==> config.mk <==
export PLATFORM = sky130hd
export DESIGN_NAME = data_cache
export DESIGN_NICKNAME = d
export VERILOG_FILES = /design/src/rtl/data_cache_pkg.sv /design/src/rtl/data_cache_line_array.sv /design/src/rtl/data_cache.sv
export SDC_FILE = /design/constraint.sdc
export NUM_CORES = 1
export LEC_CHECK = 0
export CORE_MARGIN = 1.5
export CORE_UTILIZATION = 56
export CTS_BUF_LIST = sky130_fd_sc_hd__clkbuf_8
export DETAILED_ROUTE_END_ITERATION = 10
export PLACE_DENSITY = 0.76
export RECOVER_POWER = 100
export REMOVE_ABC_BUFFERS = 1
export SETUP_SLACK_MARGIN = 0.02
export SLEW_MARGIN = 40
export SYNTH_ARGS = -nofsm -noshare
export SYNTH_HDL_FRONTEND = slang
export SYNTH_SLANG_ARGS = --single-unit
export TNS_END_PERCENT = 50
==> constraint.sdc <==
create_clock -name CLK -period 8.15 [get_ports CLK]
set_input_delay 1.63 -clock CLK [delete_from_list [all_inputs] [get_ports CLK]]
set_output_delay 1.63 -clock CLK [all_outputs]
set_load 0.01 [all_outputs]
==> src/rtl/data_cache_pkg.sv <==
// data_cache_pkg: shared definitions for the direct-mapped data cache.
//   - FSM state encodings (IDLE, WRITEBACK, FETCH, FILL)
//   - field widths of the 8-bit byte address (tag[7:5], index[4:2], offset[1:0])
//   - block width and line count
package data_cache_pkg;

  localparam int TAG_W    = 3;
  localparam int INDEX_W  = 3;
  localparam int OFFSET_W = 2;
  localparam int BLOCK_W  = 32;
  localparam int LINES    = 1 << INDEX_W;

  typedef enum logic [1:0] {
    IDLE      = 2'd0,
    WRITEBACK = 2'd1,
    FETCH     = 2'd2,
    FILL      = 2'd3
  } dc_state_e;

endpackage

==> src/rtl/data_cache_line_array.sv <==
// dcache_line_array: storage for the 8 x 4-byte lines of the data cache.
// Holds valid/dirty bits (asynchronously cleared), tags and block data,
// performs the tag compare and the byte select/merge.
// Ports:
//   clk_i, rst_i            clock, asynchronous active-high reset (valid/dirty only)
//   idx_i, tag_i, off_i     lookup fields of the current CPU address
//   wr_en_i, wr_byte_i      write-hit byte store into the looked-up line
//   fill_en_i, fill_*_i     whole-line refill with new tag (sets valid, clears dirty)
//   hit_o                   looked-up line is valid and tag matches
//   valid_o, dirty_o,
//   tag_o, data_o           state of the looked-up line (victim for write-back)
//   rd_byte_o               byte at off_i within the looked-up line
module dcache_line_array
  import data_cache_pkg::*;
(
  input  logic                clk_i,
  input  logic                rst_i,
  input  logic [INDEX_W-1:0]  idx_i,
  input  logic [TAG_W-1:0]    tag_i,
  input  logic [OFFSET_W-1:0] off_i,
  input  logic                wr_en_i,
  input  logic [7:0]          wr_byte_i,
  input  logic                fill_en_i,
  input  logic [INDEX_W-1:0]  fill_idx_i,
  input  logic [TAG_W-1:0]    fill_tag_i,
  input  logic [BLOCK_W-1:0]  fill_data_i,
  output logic                hit_o,
  output logic                valid_o,
  output logic                dirty_o,
  output logic [TAG_W-1:0]    tag_o,
  output logic [BLOCK_W-1:0]  data_o,
  output logic [7:0]          rd_byte_o
);

  logic [LINES-1:0]   valid_q;
  logic [LINES-1:0]   dirty_q;
  logic [TAG_W-1:0]   tag_q  [LINES];
  logic [BLOCK_W-1:0] data_q [LINES];

  always_ff @(posedge clk_i or posedge rst_i) begin
    if (rst_i) begin
      valid_q <= '0;
      dirty_q <= '0;
    end else if (fill_en_i) begin
      valid_q[fill_idx_i] <= 1'b1;
      dirty_q[fill_idx_i] <= 1'b0;
    end else if (wr_en_i) begin
      dirty_q[idx_i] <= 1'b1;
    end
  end

  // Tag and data carry no reset; they are meaningless until valid is set.
  always_ff @(posedge clk_i) begin
    if (fill_en_i) begin
      tag_q[fill_idx_i]  <= fill_tag_i;
      data_q[fill_idx_i] <= fill_data_i;
    end else if (wr_en_i) begin
      data_q[idx_i][{off_i, 3'b000} +: 8] <= wr_byte_i;
    end
  end

  assign valid_o   = valid_q[idx_i];
  assign dirty_o   = dirty_q[idx_i];
  assign tag_o     = tag_q[idx_i];
  assign data_o    = data_q[idx_i];
  assign hit_o     = valid_q[idx_i] && (tag_q[idx_i] == tag_i);
  assign rd_byte_o = data_o[{off_i, 3'b000} +: 8];

endmodule

==> src/rtl/data_cache.sv <==
// data_cache: direct-mapped, write-back, write-allocate data cache
// (8 lines x 4 bytes) between the CPU byte port and 256-byte data memory.
// Optional feature macro: DCACHE_STATS_EN adds saturating hit/miss counters.
// Ports:
//   CLK, RESET                  clock, asynchronous active-high reset
//   read, write, address,
//   writedata, readdata         CPU byte load/store interface
//   busywait                    CPU stall
//   mem_read, mem_write,
//   mem_address, mem_writedata,
//   mem_readdata, mem_busywait  4-byte block memory handshake
//   hit_count, miss_count       (DCACHE_STATS_EN only) 16-bit saturating counters
module data_cache
  import data_cache_pkg::*;
(
  input  logic        CLK,
  input  logic        RESET,
  input  logic        read,
  input  logic        write,
  input  logic [7:0]  address,
  input  logic [7:0]  writedata,
  output logic [7:0]  readdata,
  output logic        busywait,
  output logic        mem_read,
  output logic        mem_write,
  output logic [5:0]  mem_address,
  output logic [31:0] mem_writedata,
  input  logic [31:0] mem_readdata,
  input  logic        mem_busywait
`ifdef DCACHE_STATS_EN
  ,
  output logic [15:0] hit_count,
  output logic [15:0] miss_count
`endif
);

  dc_state_e          state_q, state_d;
  logic               mem_read_q, mem_read_d;
  logic               mem_write_q, mem_write_d;
  logic [5:0]         mem_addr_q, mem_addr_d;
  logic [BLOCK_W-1:0] mem_wdata_q, mem_wdata_d;
  logic [TAG_W-1:0]   miss_tag_q, miss_tag_d;
  logic [INDEX_W-1:0] miss_idx_q, miss_idx_d;
  logic [BLOCK_W-1:0] fill_data_q, fill_data_d;
  logic [7:0]         rdata_q;

  logic               busy, wr_hit, rd_hit, fill_en;
  logic               hit, line_valid, line_dirty;
  logic [TAG_W-1:0]   line_tag;
  logic [BLOCK_W-1:0] line_data;
  logic [7:0]         rd_byte;

  logic [TAG_W-1:0]    a_tag;
  logic [INDEX_W-1:0]  a_idx;
  logic [OFFSET_W-1:0] a_off;
  assign a_tag = address[7:5];
  assign a_idx = address[4:2];
  assign a_off = address[1:0];

  dcache_line_array u_lines (
    .clk_i       (CLK),
    .rst_i       (RESET),
    .idx_i       (a_idx),
    .tag_i       (a_tag),
    .off_i       (a_off),
    .wr_en_i     (wr_hit),
    .wr_byte_i   (writedata),
    .fill_en_i   (fill_en),
    .fill_idx_i  (miss_idx_q),
    .fill_tag_i  (miss_tag_q),
    .fill_data_i (fill_data_q),
    .hit_o       (hit),
    .valid_o     (line_valid),
    .dirty_o     (line_dirty),
    .tag_o       (line_tag),
    .data_o      (line_data),
    .rd_byte_o   (rd_byte)
  );

  always_ff @(posedge CLK or posedge RESET) begin
    if (RESET) begin
      state_q     <= IDLE;
      mem_read_q  <= 1'b0;
      mem_write_q <= 1'b0;
      mem_addr_q  <= '0;
      mem_wdata_q <= '0;
      miss_tag_q  <= '0;
      miss_idx_q  <= '0;
      fill_data_q <= '0;
      rdata_q     <= '0;
    end else begin
      state_q     <= state_d;
      mem_read_q  <= mem_read_d;
      mem_write_q <= mem_write_d;
      mem_addr_q  <= mem_addr_d;
      mem_wdata_q <= mem_wdata_d;
      miss_tag_q  <= miss_tag_d;
      miss_idx_q  <= miss_idx_d;
      fill_data_q <= fill_data_d;
      rdata_q     <= readdata;
    end
  end

  // Memory requests are computed one cycle ahead and registered, so they
  // never glitch and stay stable for the whole transfer. The miss line is
  // latched so the fill completes correctly even if the CPU drops its request.
  always_comb begin
    state_d     = state_q;
    mem_read_d  = mem_read_q;
    mem_write_d = mem_write_q;
    mem_addr_d  = mem_addr_q;
    mem_wdata_d = mem_wdata_q;
    miss_tag_d  = miss_tag_q;
    miss_idx_d  = miss_idx_q;
    fill_data_d = fill_data_q;
    busy        = 1'b0;
    wr_hit      = 1'b0;
    rd_hit      = 1'b0;
    fill_en     = 1'b0;
    case (state_q)
      IDLE: begin
        if (read || write) begin
          if (hit) begin
            wr_hit = write;
            rd_hit = read && !write;
          end else begin
            busy       = 1'b1;
            miss_tag_d = a_tag;
            miss_idx_d = a_idx;
            if (line_valid && line_dirty) begin
              state_d     = WRITEBACK;
              mem_write_d = 1'b1;
              mem_addr_d  = {line_tag, a_idx};
              mem_wdata_d = line_data;
            end else begin
              state_d    = FETCH;
              mem_read_d = 1'b1;
              mem_addr_d = {a_tag, a_idx};
            end
          end
        end
      end
      WRITEBACK: begin
        busy = 1'b1;
        if (!mem_busywait) begin
          state_d     = FETCH;
          mem_write_d = 1'b0;
          mem_read_d  = 1'b1;
          mem_addr_d  = {miss_tag_q, miss_idx_q};
        end
      end
      FETCH: begin
        busy = 1'b1;
        if (!mem_busywait) begin
          state_d     = FILL;
          mem_read_d  = 1'b0;
          fill_data_d = mem_readdata;
        end
      end
      FILL: begin
        busy    = 1'b1;
        fill_en = 1'b1;
        state_d = IDLE;
      end
      default: state_d = IDLE;
    endcase
  end

  // While RESET is held the FSM is forced to IDLE, so no stall is reported.
  assign busywait      = busy && !RESET;
  assign readdata      = rd_hit ? rd_byte : rdata_q;
  assign mem_read      = mem_read_q;
  assign mem_write     = mem_write_q;
  assign mem_address   = mem_addr_q;
  assign mem_writedata = mem_wdata_q;

`ifdef DCACHE_STATS_EN
  logic [15:0] hit_cnt_q, miss_cnt_q;
  logic        fill_prev_q;
  logic        miss_start, hit_done;

  assign miss_start = (state_q == IDLE) && (state_d != IDLE);
  // The hit that completes a miss right after FILL is not a separate hit.
  assign hit_done   = (state_q == IDLE) && (read || write) && hit && !fill_prev_q;

  always_ff @(posedge CLK or posedge RESET) begin
    if (RESET) begin
      hit_cnt_q   <= '0;
      miss_cnt_q  <= '0;
      fill_prev_q <= 1'b0;
    end else begin
      fill_prev_q <= (state_q == FILL);
      if (miss_start && (miss_cnt_q != 16'hFFFF)) miss_cnt_q <= miss_cnt_q + 16'd1;
      if (hit_done && (hit_cnt_q != 16'hFFFF))    hit_cnt_q  <= hit_cnt_q + 16'd1;
    end
  end

  assign hit_count  = hit_cnt_q;
  assign miss_count = miss_cnt_q;
`endif

endmodule

==> results of run 1 <==
## cells in the final DEF (no fill, tap or decap), types with 2 or more instances in the layout
cell type,instances
a211o_1,2
a21oi_1,32
a21oi_2,4
buf_4,11
bufinv_16,4
clkbuf_1,6
clkbuf_8,63
clkdlybuf4s50_1,47
clkinv_1,11
clkinv_2,15
dfrtp_1,104
dlygate4sd3_1,51
edfxtp_1,280
ha_1,8
inv_1,27
inv_6,2
mux2_1,10
mux2_2,121
mux2_4,2
mux2i_1,10
mux4_2,73
nand2_1,47
nand2b_1,6
nand3_1,6
nand4_1,8
nor2_1,13
nor2b_1,3
nor3_1,7
nor3b_1,3
o211ai_1,8
o21a_1,2
o21ai_0,87
o22ai_1,8
or2_2,9
or3_1,3
or4_1,4
## per-layer routing
| layer | share of wire | vias up |
|---|---|---|
| met3 | 0.083 | 93 |
| met5 | 0 | - |
| met4 | 0.031 | 0 |
| li1 | - | 3965 |
| met2 | 0.48 | 513 |
| met1 | 0.41 | 4865 |
## worst max-delay path: stages
cell and delay, ns:
buf_4 0.51, mux2_2 0.41, o22ai_1 0.24, nor3_1 0.09, nor4b_1 0.58, and3_1 0.29, nand3b_1 0.44, mux2_1 0.54
dlygate4sd3_1 0.63
## layout make-up
| class | instances | area [µm²] | area share |
|---|---|---|---|
| flip-flops and latches | 384 | 11010 | 0.5919 |
| multi-input cells | 490 | 4767 | 0.2563 |
| repair buffers | 117 | 1102 | 0.05926 |
| clock buffers | 63 | 867.1 | 0.04661 |
| well taps | 378 | 473.0 | 0.02542 |
| clock inverters | 46 | 315.3 | 0.01695 |
| inverters | 17 | 65.06 | 0.003497 |
| diodes | 1 | 2.502 | 0.0001345 |
## final timing paths
path | slack, ns | to | cells after the start
max reg2reg | 3.34 | u_lines.data_q[6][31]$_DFFE_PP_ | 7
min | 0.46 | u_lines.valid_q[2]$_DFFE_PP0P_ | 1
max | 1.09 | readdata[3] | 9
max in group asynchronous | 1.85 | fill_data_q[1]$_DFFE_PP0P_ | 3
min reg2reg | 0.46 | u_lines.valid_q[2]$_DFFE_PP0P_ | 1
min in group asynchronous | 1.93 | mem_address[4]$_DFFE_PP0P_ | 2
## through the flow
stage | hold slack (ns) | utilization
after CTS | 0.4669 | 0.6688
after detailed placement | 0.4509 | 0.6267
after floorplan | 0.4285 | -
after global routing | 0.4747 | 0.6622
final | 0.4627 | 0.6623
after global placement | 0.4439 | 0.6208
## flip-flops by register name (all words and copies together), names as in the netlist
signal           cells
u_lines.data_q     256
fill_data_q         32
mem_writedata       32
u_lines.tag_q       24
rdata_q              8
u_lines.dirty_q      8
u_lines.valid_q      8
mem_address          6
miss_idx_q           3
miss_tag_q           3
state_q              2
mem_read             1
mem_write            1
## power breakdown
| group | total [µW] | switching (µW) | internal, µW |
|---|---|---|---|
| Clock | 1600 | 757 | 847 |
| Sequential | 2970 | 210 | 2760 |
| Combinational | 1460 | 828 | 629 |
| Total | 6030 | 1790 | 4230 |
## cells by family after synthesis
group / count (synthesis)
fa+ha+maj: 8
compound gates: 146
mux: 216
simple gates: 120
buf+inv: 70
flops: 384
==> key figures, run 1 <==
Timing
  – RSZ-0062 raised after global routing: no
  – Final Max Tran Viols: between 100 and 150
  – PnR worst setup slack: about 1.1 ns
  – Final setup fails: 0
  – Fmax: between 100 and 150 MHz
  – Max_slew headroom: -1.608
  – Skew final: around 0.033 ns
  – Tmin final: between 7 and 8 ns
  – Fin crit share: 0.8665
  – Final hold violations: 0
  – Slew of the pin with the lowest slew margin: roughly 3.9 ns
  – TNS Setup: 0 ns

Die
  – Core area: ~28000 µm²
  – Die Wd: between 150 and 200 µm
  – Initial core utilization: 0.5738
  – Die ar.: slightly below 30000 µm²
  – # IOs: between 100 and 150
  – Die height: approximately 170 µm
  – # rows: 61

Critical path
  – Setup crit start kind: input pin
  – Setup crit start: address[2]
  – CP Capture Type: primary output
  – CP Data Arrival Time: ~5.4 ns
  – CP required: about 6.5 ns
  – Reg2Reg Launch Point: u_lines.valid_q[6]$_DFFE_PP0P_
  – Critical path type: input pin to primary output
  – Maximum fanout along the worst path: 38

Logic synthesis
  – Post-synthesis adder-cell area fraction: 0.006211
  – Top cell type's share of synthesized area: 0.5217
  – Netlist Area Pre-Place: 16120 µm²
  – Ys flop type: edfxtp_1
  – Mean Syn Cell Area: around 17 µm²
  – Ranking of synthesized cells by area: edfxtp_1 (52%), dfrtp_1 (16%), mux4_2 (10%)
  – Count of cell types in the netlist: between 40 and 50
  – EDFF count, synth: 280
  – Post-Synth Simple-Gate Area: 0.03944
  – Async SR Flop Fraction: 0.2708
  – Complex-gate fraction of the synthesized area: 0.04868
  – Mux cell area share after synthesis: 0.2023
  – Count leader, synth: edfxtp_1
  – Commonest cells post-synth: edfxtp_1 (280), mux2_2 (125), dfrtp_1 (104)
  – Synth area leader: edfxtp_1
  – Gate Count Post-Synth: 944
  – Sequential-to-total area share from yosys stat: 0.6832
  – YS warnings: 0
  – Post-synthesis register bit count: around 380
  – Synth Area in XOR/XNOR: 0
  – Main combinational cell family by area after synthesis: multiplexers

Layout
  – Area delta synth->final: 15.43%
  – Layout cells sized above 1: 0.2793
  – FILL cells: about 2000
  – Layout Cells excl Fill: between 1000 and 1500
  – Post-layout nets: 1129
  – Final instance area: between 15000 and 20000 µm²

Clock tree
  – Clock root cell: clkbuf_8
  – H-tree depth: 2
  – Postcts setup bufs: 0
  – CTS Hold Bufs: 0
  – Post-cts resize count: 0
  – Clk sinks: 384
  – Clock transition at path regs: 0.06 ns
  – CTS tree: built
  – Total CTS buffers: between 50 and 60
  – Clk buf depth: 3
  – Clk_lat worst skew: 0.62 ns

Route
  – First drt pass iteration count: 5
  – Vias per cell: 6.307
  – WL/cell: 25.45 µm
  – DRT antenna net count: 0
  – Final WL: ~38 mm
  – Post-route DRC violation count: 0
  – Vias: around 9400
  – Initial DRC Count: 1000

Global route
  – GRT met3 Usage: 0.04573
  – Busiest grt layer: met2
  – GRT Util Overall: 0.2595
  – Initial antenna violation count: 1
  – GR Util met1: 0.3665
  – Met2 GRT Util: 0.4140
  – Vias in the first global route: roughly 9400
  – Grt ovf: 0
  – Global-route wire length before repair: 57.93 mm
  – Maximum number of pins on one net before global-route repair: 70

Power and ir drop
  – Final Power: around 6000 µW
  – Power per Cell Area: 324.1 nW/µm²
  – Max rail drop VDD: 0.1883 mV
  – Leakage: between 0.006 and 0.007 µW

Status
  – Status: finished with violations
  – Failing checks: max-capacitance violations, max-slew violations

Placement
  – Pre-CTS setup slack: around 1.4 ns
  – GP Congestion: between 0.8 and 0.9
  – HPWL after DPL: between 20 and 25 mm
  – Placed Cells: between 1000 and 1500
  – Placed inst area: 17600 µm²
  – Buffers on Ports: ~100

Job
  – Max-cap viol count: 3

Min path
  – Worst hold-check path type: flop to flop
  – Min-delay src: u_lines.valid_q[2]$_DFFE_PP0P_
Note: power is estimated with default switching activity, not from simulation.
==> inputs of run 2 (changes only) <==
Settings changed: CORE_UTILIZATION 56 to 66, PLACE_DENSITY 0.76 to 0.87.
==> run 2 against run 1 <==
Effect of this change:
- the flow still finishes with violations (max-capacitance violations, max-slew violations)
- critical path depth unchanged
- first-iteration DRC count rose by 11%
- final area down 0.87%
- die area fell by 15%
- sequential cell count unchanged
- via count grew 1.9%
- final cell count fell by 3.3%
- clock skew increased by 0.0061 ns
- hold slack better by 0.0017 ns
- power fell by 1.2%
- sequential share of layout area increased by 0.52 points
- core utilization is 10 points higher
==> key figures, run 2 (synthesized netlist as in run 1, its figures left out) <==
Status
  – Status: finished with violations
  – Failing checks: max-capacitance violations, max-slew violations

Timing
  – Fmax: 135.9 MHz (-4.0%)
  – TNS Setup: 0 ns (unchanged)
  – Skew final: 0.03888 ns (+0.006076 ns)
  – PnR worst setup slack: 0.7920 ns (-0.2962 ns)
  – Slew of the pin with the lowest slew margin: 3.207 ns (-0.7049 ns)
  – Tmin final: 7.358 ns (+0.2962 ns)
  – Max_slew headroom: -1.138 (+0.4700)
  – Final hold violations: 0 (unchanged)
  – Fin crit share: 0.9028 (+0.03634)
  – Final Max Tran Viols: 184 (+31%)
  – Final setup fails: 0 (unchanged)
  – RSZ-0062 raised after global routing: no

Min path
  – Worst hold-check path type: flop to flop
  – Min-delay src: u_lines.valid_q[2]$_DFFE_PP0P_
  – Hold EP: u_lines.valid_q[2]$_DFFE_PP0P_
  – WHS Path Cells: 1 (unchanged)

Route
  – Final WL: 40.07 mm (+5.2%)
  – Initial DRC Count: 1108 (+11%)
  – WL/cell: 27.69 µm (+8.8%)
  – Vias: 9614 (+1.9%)
  – First drt pass iteration count: 7 (+2)
  – Post-route DRC violation count: 0 (unchanged)
  – DRT antenna net count: 0 (unchanged)
  – Vias per cell: 6.644 (+5.3%)

Die
  – Initial core utilization: 0.6686 (+0.09477)
  – # IOs: 102 (unchanged)
  – Die Wd: 159.3 µm (-7.8%)
  – # rows: 57 (-6.6%)
  – Core area: 24110 µm² (-14%)
  – Die height: 159.3 µm (-7.8%)
  – Die ar.: 25370 µm² (-15%)

Layout
  – Layout cells sized above 1: 0.2573 (-0.02197)
  – Commonest non-fill, non-tap cell in the layout: edfxtp_1
  – Max FFs per register: 256 (unchanged)
  – Area delta synth->final: 14.42%
  – Commonest non-fill, non-tap cells in the layout: edfxtp_1 (280), mux2_2 (116), dfrtp_1 (104)
  – Top reg by flops: u_lines.data_q
  – Antenna cells: 0 (-1)
  – FILL cells: 1399 (-30%)
  – Post-layout nets: 1134 (+0.44%)

Clock tree
  – Clk sinks: 384 (unchanged)
  – Total CTS buffers: 59 (+1.7%)
  – Post-cts resize count: 0 (unchanged)
  – Clock transition at path regs: 0.06 ns (about the same)
  – Clk buf depth: 3 (unchanged)
  – CTS tree: built
  – Postcts setup bufs: 0 (unchanged)
  – H-tree depth: 2 (unchanged)
  – Clk_lat worst skew: 0.62 ns (about the same)
  – CTS Hold Bufs: 0 (unchanged)
  – Clock root cell: clkbuf_8

Critical path
  – Slowest stage delay, CP: 0.72 ns (+0.09 ns)
  – CP bufs+invs: 2 (unchanged)
  – R2R setup slack: 2.66 ns (-0.68 ns)
  – Worst path depth: 9 (unchanged)
  – Critical-path cell list: buf_2 -> or2_0 -> o22ai_1 -> o21a_1 -> nor4b_1 -> and3_1 -> nand3b_1 -> mux2_1 -> dlygate4sd3_1
  – Reg-to-Reg End: u_lines.data_q[2][9]$_DFFE_PP_
  – CP required: 6.52 ns (about the same)
  – CP Data Arrival Time: 5.73 ns (+0.30 ns)
  – Maximum fanout along the worst path: 22 (-42%)
  – Top delay family on crit path: simple AND/OR/NAND/NOR gates
  – Setup crit start kind: input pin
  – CP Capture Type: primary output
  – Reg2Reg Launch Point: u_lines.valid_q[6]$_DFFE_PP0P_
  – Critical path type: input pin to primary output
  – Reg2reg path depth: 7 (unchanged)
  – Crit path max-delay cell type: nor4b_1

Placement
  – Pre-CTS setup slack: 1.368 ns (-0.06101 ns)
  – HPWL after DPL: 26.08 mm (+5.3%)
  – Buffers on Ports: 101 (unchanged)
  – GP Congestion: 0.8880 (about the same)

Global route
  – Grt ovf: 0 (unchanged)
  – GRT Util Overall: 0.3268 (+0.06736)
  – Vias in the first global route: 9846 (+4.4%)
  – Global-route wire length before repair: 60.42 mm (+4.3%)
  – Maximum number of pins on one net before global-route repair: 55 (-21%)
  – Initial antenna violation count: 1 (unchanged)

Power and ir drop
  – Final Power: 5958 µW (-1.2%)
  – Max rail drop VDD: 0.1823 mV (-3.2%)
  – Power per Cell Area: 323.1 nW/µm² (-0.29%)
  – Leakage: 0.006495 µW (+0.14%)

Job
  – Max-cap viol count: 5 (+2)
==> run 2: cell types whose count changed in the layout (fill, tap and decap cells not counted), moves of 4 or more <==
cell,delta
clkbuf_1,+9
inv_1,+21
mux2_1,+7
bufinv_16,-4
buf_4,-5
clkinv_1,-8
clkinv_2,-9
clkbuf_8,+4
mux2_2,-5
==> run 2: power by group <==
part	switching [µW]	internal, µW	total [µW]	leakage [µW]
Sequential	232	2760	2990	0.00378
Combinational	865	623	1490	0.00203
Clock	728	749	1480	0.000690
Total	1830	4130	5960	0.00649
==> run 2: how the worst max path moves through the flow <==
stage,start,to
after CTS,address[3],readdata[1]
after global routing,address[3],readdata[1]
after global placement,address[2],readdata[3]
final,address[3],readdata[1]
after floorplan,address[4],readdata[0]
after detailed placement,address[3],readdata[1]
==> run 2: layout make-up <==
cell class / instances / area, µm² / share of cell area
flip-flops and latches: 384 / 11010 / 0.5971
multi-input cells: 490 / 4757 / 0.2580
repair buffers: 121 / 1099 / 0.05957
clock buffers: 67 / 922.1 / 0.05001
well taps: 324 / 405.4 / 0.02198
clock inverters: 44 / 181.4 / 0.009839
inverters: 17 / 65.06 / 0.003528
==> run 2: routing by layer <==
layer,global-route usage,wire length [µm],vias up
li1,-,-,3977
met1,0.4517,14870,4853
met2,0.5220,19220,661
met3,0.06929,4519,123
met4,0.1235,1453,0
met5,0,0,-
==> run 2: stage by stage <==
| step | area, µm² | hold WS, ns | instances | utilization |
|---|---|---|---|---|
| floorplan | 15860 | 0.4285 | 891 | - |
| detailed placement | 17540 | 0.4494 | 1335 | 0.7275 |
| global route | 18440 | 0.4714 | 1447 | 0.7650 |
| CTS | 18640 | 0.4640 | 1446 | 0.7733 |
| finish | 18440 | 0.4644 | 1447 | 0.7650 |
| global placement | 17400 | 0.4432 | 1333 | 0.7218 |
